File: src/rtl/pos_scan_pkg.sv
// pos_scan_pkg: shared state encoding and sizes for the truth-table scanner
package pos_scan_pkg;
  localparam int N_COMB = 16;
  localparam int IDX_W = 4;
  typedef enum logic [1:0] {IDLE = 2'd0, SCAN = 2'd1, EMIT = 2'd2, DONE = 2'd3} state_t;
endpackage

File: src/rtl/lsb_pick16.sv
// lsb_pick16: lowest-set-bit index, any and exactly-one-set flags of a 16-bit mask
module lsb_pick16
  import pos_scan_pkg::*;
(
  input  logic [N_COMB-1:0] i_mask,
  output logic [IDX_W-1:0]  o_idx,
  output logic              o_any,
  output logic              o_one_hot
);
  always_comb begin
    o_idx = '0;
    for (int i = N_COMB - 1; i >= 0; i--) if (i_mask[i]) o_idx = IDX_W'(i);
  end
  assign o_any = |i_mask;
  assign o_one_hot = o_any && ((i_mask & (i_mask - N_COMB'(1))) == '0);
endmodule

File: src/rtl/pos_term_scanner.sv
// pos_term_scanner: reads a 4-input block's truth table and streams its maxterm indices
module pos_term_scanner
  import pos_scan_pkg::*;
#(
  parameter int SETTLE = 1
) (
  input  logic              clk,
  input  logic              rst_n,
  input  logic              start,
  output logic [IDX_W-1:0]  drv_abcd,
  input  logic              f_in,
  output logic              busy,
  output logic              done,
  output logic [N_COMB-1:0] table_out,
  output logic [4:0]        zero_cnt,
  output logic              term_valid,
  input  logic              term_ready,
  output logic [IDX_W-1:0]  term_idx,
  output logic              term_last
);
  state_t r_state, w_next;
  logic [IDX_W-1:0] r_idx, w_idx;
  logic [3:0] r_cnt;
  logic [N_COMB-1:0] r_table, r_pending;
  logic [4:0] r_zero;
  logic w_any, w_one, w_samp, w_hs;
  lsb_pick16 u_pick (.i_mask(r_pending), .o_idx(w_idx), .o_any(w_any), .o_one_hot(w_one));
  assign w_samp = r_cnt == 4'(SETTLE - 1);
  assign w_hs = w_any & term_ready;
  assign drv_abcd = (r_state == IDLE) ? '0 : r_idx;
  assign busy = (r_state == SCAN) || (r_state == EMIT);
  assign done = r_state == DONE;
  assign table_out = r_table;
  assign zero_cnt = r_zero;
  assign term_valid = w_any;
  assign term_idx = w_idx;
  assign term_last = w_one;
  always_comb begin
    w_next = (r_state == IDLE) ? (start ? SCAN : IDLE) :
             (r_state == SCAN) ? ((w_samp && r_idx == '1) ? EMIT : SCAN) :
             (r_state == EMIT) ? ((!w_any || (w_hs && w_one)) ? DONE : EMIT) : IDLE;
  end
  always_ff @(posedge clk or negedge rst_n)
    if (!rst_n) r_state <= IDLE;
    else r_state <= w_next;
  always_ff @(posedge clk or negedge rst_n)
    if (!rst_n) begin
      r_idx <= '0;
      r_cnt <= '0;
      r_table <= '0;
      r_zero <= '0;
      r_pending <= '0;
    end else begin
      if (r_state == IDLE && start) begin
        r_idx <= '0;
        r_cnt <= '0;
        r_table <= '0;
        r_zero <= '0;
      end
      if (r_state == SCAN) begin
        r_cnt <= w_samp ? '0 : r_cnt + 4'd1;
        if (w_samp) begin
          r_table[r_idx] <= f_in;
          r_zero <= r_zero + {4'd0, ~f_in};
          if (r_idx == '1) r_pending <= ~{f_in, r_table[N_COMB-2:0]};
          else r_idx <= r_idx + IDX_W'(1);
        end
      end
      if (r_state == EMIT && w_hs) r_pending <= r_pending & (r_pending - N_COMB'(1));
    end
endmodule

File: config.mk
export PLATFORM = sky130hd
export DESIGN_NAME = pos_term_scanner
export DESIGN_NICKNAME = d
export VERILOG_FILES = /design/src/rtl/pos_scan_pkg.sv /design/src/rtl/lsb_pick16.sv /design/src/rtl/pos_term_scanner.sv
export SDC_FILE = /design/constraint.sdc
export NUM_CORES = 1
export LEC_CHECK = 0
export ABC_AREA = 1
export CAP_MARGIN = 10
export CORE_MARGIN = 1
export CORE_UTILIZATION = 40
export DETAILED_ROUTE_END_ITERATION = 10
export RECOVER_POWER = 25
export SLEW_MARGIN = 30
export SYNTH_ARGS = -nofsm -noshare
export SYNTH_HDL_FRONTEND = slang
export SYNTH_SLANG_ARGS = --single-unit
File: constraint.sdc
create_clock -name clk -period 2.9 [get_ports clk]
set_input_delay 0.87 -clock clk [delete_from_list [all_inputs] [get_ports clk]]
set_output_delay 0.87 -clock clk [all_outputs]
set_load 0.005 [all_outputs]
==> summary.md <==
| Metric | Value |
|---|---|
| Run status | finished clean |
| Fraction of the mapped netlist area in compound gates | 20.2% |
| CTS max path bufs | 2 |
| Leading cell type in the layout, fill and taps excluded | nand2_1 |
| Max capacitance violation total | 0 |
| Routed wire length | 7.11 mm |
| Max-slew headroom at the worst pin | 20.7% |
| Netlist Area Pre-Place | 2950 um2 |
| Fillers | 703 |
| Synthesized netlist net count | 388 |
| Main combinational cell family by area after synthesis | simple AND/OR/NAND/NOR gates |
| Num ports | 38 |
| NumNets Final | 439 |
| Number of cells after detailed placement | 503 |
| Switch Pwr | 0.000710 W |
| Latest clock arrival within the worst-skew pair | 0.30 ns |
| Maximum level of the CTS H-tree | 2 |
| Number of max-slew violations in the final report | 0 |
| Wire length of the first global-routing pass | 12.3 mm |
| Peak fanout along the critical path | 5 |
| Width of the die | 87.9 um |
| Crit start category | flop |
| Sink count of the clock tree | 47 |
| Routed len/inst | 13.7 um |
| First-pass detailed-route iteration total | 4 |
| Clock buffer count from CTS | 5 |
| Worst endpoint required time | 2.03 ns |
| Tcrit/Tclk final | 94.9% |
| Synth Warn # | 0 |
| Area share of xor/xnor cells in the synthesized design | 0.593% |
| Maximum clock frequency | 0.363 GHz |
| Final hold viol count | 0 |
| Clock transition time at the flip-flop clock pins of the worst setup and hold paths | 0.09 ns |
| Largest voltage drop on the vdd net | 276 uV |
| Proportion of synthesized chip area in sequential cells | 39.8% |
| Vias per cell | 4.93 |
| Synth area leaders | dfrtp_1 (40%), nand2_1 (8.9%), a21oi_1 (7.5%) |
| Routability-driven placement congestion ratio | 0.836 |
| Effective utilization at floorplan | 42.5% |
| Remaining antenna violation count | 0 |
| Final setup fails | 0 |
| Cell type with the largest total area after synthesis | dfrtp_1 |
| Worst r2r dst | r_pending[15] |
| Launching instance or port of the critical path | r_pending[5] |
| Part of the total power dissipated in the clock network | 20.1% |
| Inserted Diodes | 0 |
| Unrepaired setup endpoints after global routing | no |
| Total global routing overflow | 0 |
| Post-synth cell types | 36 |
| Core area | 6940 um2 |
| Combinational fraction of design power | 34.9% |
| Portion of netlist area occupied by mux cells | 0% |
| Number of flip-flops and latches in the synthesized netlist | 47 |
| Worst-Margin Slew | 1.19 ns |
| Mean Syn Cell Area | 7.96 um2 |
| Layout-stage area growth over the synthesis result | 21.8% |
| DRC violations left | 0 |
| Hold crit path type | reg2reg |
| Capture point of the critical path | term_last |
| Switching power as a share of total power | 37.0% |
| Class of the most critical setup path | reg2out |
| Root buf cell | clkbuf_8 |
| Vias after detailed routing | 2558 |
| Commonest non-fill, non-tap cells in the layout | nand2_1 (70), dfrtp_1 (45), a21oi_1 (44) |
| Worst setup slack for register-to-register paths | 0.77 ns |
| Internal Pwr Total | 0.00121 W |
| Top-area cell type share of the netlist area | 39.8% |
| Pwr dens | 534 nW/um2 |
| Port Buf Inserts | 37 |
| Total routing resource utilization after global routing | 20.8% |
| Cell depth of the worst flop-to-flop path | 12 |
| Fraction of power consumed by sequential logic | 45.0% |
| Iteration-0 DRC count of the detailed router | 79 |
| Maximum number of pins on one net before global-route repair | 48 |
| Die Area | 7730 um2 |
| Finished Layout Cells | 519 |
| Layout cells sized above 1 | 16.8% |
| Cell count after synthesis | 371 |
| Crit path DAT | 1.88 ns |
| Sum Neg Setup Slack | 0 ns |
| Estimated wirelength of the detail-placed design | 5.40 mm |
| Via count of the first global-routing pass | 2583 |
| Antenna violations before repair | 0 |
| Post-layout minimum cycle time | 2.75 ns |
| Simple-gate portion of the synthesized area | 24.9% |
| Type of element capturing the critical path | primary output |
| Adder-cell area share of the yosys netlist | 5.09% |
| Die Y | 87.9 um |
| Clock tree from TritonCTS | yes |
| Post-Route Skew | 0.00884 ns |
| Static leakage | 1.71 nW |
| Number of rows in the core area | 30 |
kinds of logic after synthesis:
group	count (synthesis)
simple gates	148
xor+xnor	2
buf+inv	64
fa+ha+maj	12
flops	47
compound gates	98
cell usage after synthesis (all sizes together):
master,instances
a21boi,1
a21oi,44
a22oi,5
a31oi,5
and3,1
buf,5
clkbuf,3
dfrtp,47
ha,12
inv,56
nand2,74
nand3,16
nand4,2
nor2,47
nor3,8
o211ai,4
o21ai,33
o22ai,4
o311ai,1
o31ai,1
xnor2,1
xor2,1
power groups by stage:
| stage | clock network, W | registers [W] | logic, W |
|---|---|---|---|
| 5_1_grt | 0.000425 | 0.000877 | 0.000765 |
| 3_5_place_dp | 0 | 0.000873 | 0.000670 |
| 2_1_floorplan | 0 | 0.000851 | 0.000408 |
| 6_report | 0.000386 | 0.000863 | 0.000670 |
| 4_1_cts | 0.000398 | 0.000861 | 0.000678 |
| 3_3_place_gp | 0 | 0.000868 | 0.000663 |
worst max-delay path, stage by stage, from the launching register on:
cell	delay (ns)
dfrtp_2	0.45
nor2_4	0.14
nand2_2	0.10
nor2_8	0.16
buf_4	0.14
a21oi_1	0.08
nor3_2	0.21
and3_1	0.19
clkbuf_2	0.11
through the flow:
step | hold slack [ns] | instance area [um2] | setup slack, ns | util, % | total power [W]
finish | 0.517 | 3600 | 0.147 | 51.8 | 0.00192
global route | 0.543 | 3600 | 0.00782 | 51.8 | 0.00207
CTS | 0.522 | 3560 | 0.0106 | 51.2 | 0.00194
detailed placement | 0.505 | 3430 | 0.0309 | 49.4 | 0.00154
global placement | 0.503 | 3430 | 0.0818 | 49.4 | 0.00153
floorplan | 0.485 | 2950 | 0.692 | - | 0.00126
repair_timing:
action                                  CTS  global route
pin swaps                                 8             5
gates resized for setup                   8            10
setup buffers                             5             3
hold buffers                              0             0
endpoints found under the setup margin    2             3
worst min path at each step:
stage                   end  slack [ns]  cells past startpoint         start
2_1_floorplan      r_cnt[0]        0.49                      1      r_cnt[0]
3_3_place_gp   r_pending[0]        0.50                      1  table_out[0]
3_5_place_dp    zero_cnt[2]        0.50                      1   zero_cnt[2]
4_1_cts         zero_cnt[2]        0.52                      1   zero_cnt[2]
5_1_grt         zero_cnt[2]        0.54                      1   zero_cnt[2]
6_report        zero_cnt[2]        0.52                      1   zero_cnt[2]
layout make-up:
| cell class | count | area, um2 | area share (%) |
|---|---|---|---|
| clock buffer | 7 | 76.3 | 2.12 |
| clock inverter | 1 | 5.00 | 0.139 |
| inverter | 56 | 218 | 6.05 |
| multi-input combinational | 260 | 1530 | 42.4 |
| sequential | 47 | 1180 | 32.8 |
| tap | 96 | 120 | 3.34 |
| timing repair buffer | 52 | 473 | 13.2 |
per-layer routing:
layer | global-route usage (%) | vias to the layer above | share of wire [%]
met1 | 27.6 | 1198 | 47
met4 | 5.96 | 0 | 1.1
met2 | 35.5 | 33 | 50
li1 | - | 1321 | -
met3 | 2.54 | 6 | 2.3
met5 | 0 | - | 0
sequential cells by signal (all words and copies together) (netlist names), named ones only:
name	cells
r_pending	16
r_idx	4
r_cnt	4
r_state	1
zero_cnt	5
table_out	16
Power figures use the tool's default switching activity.
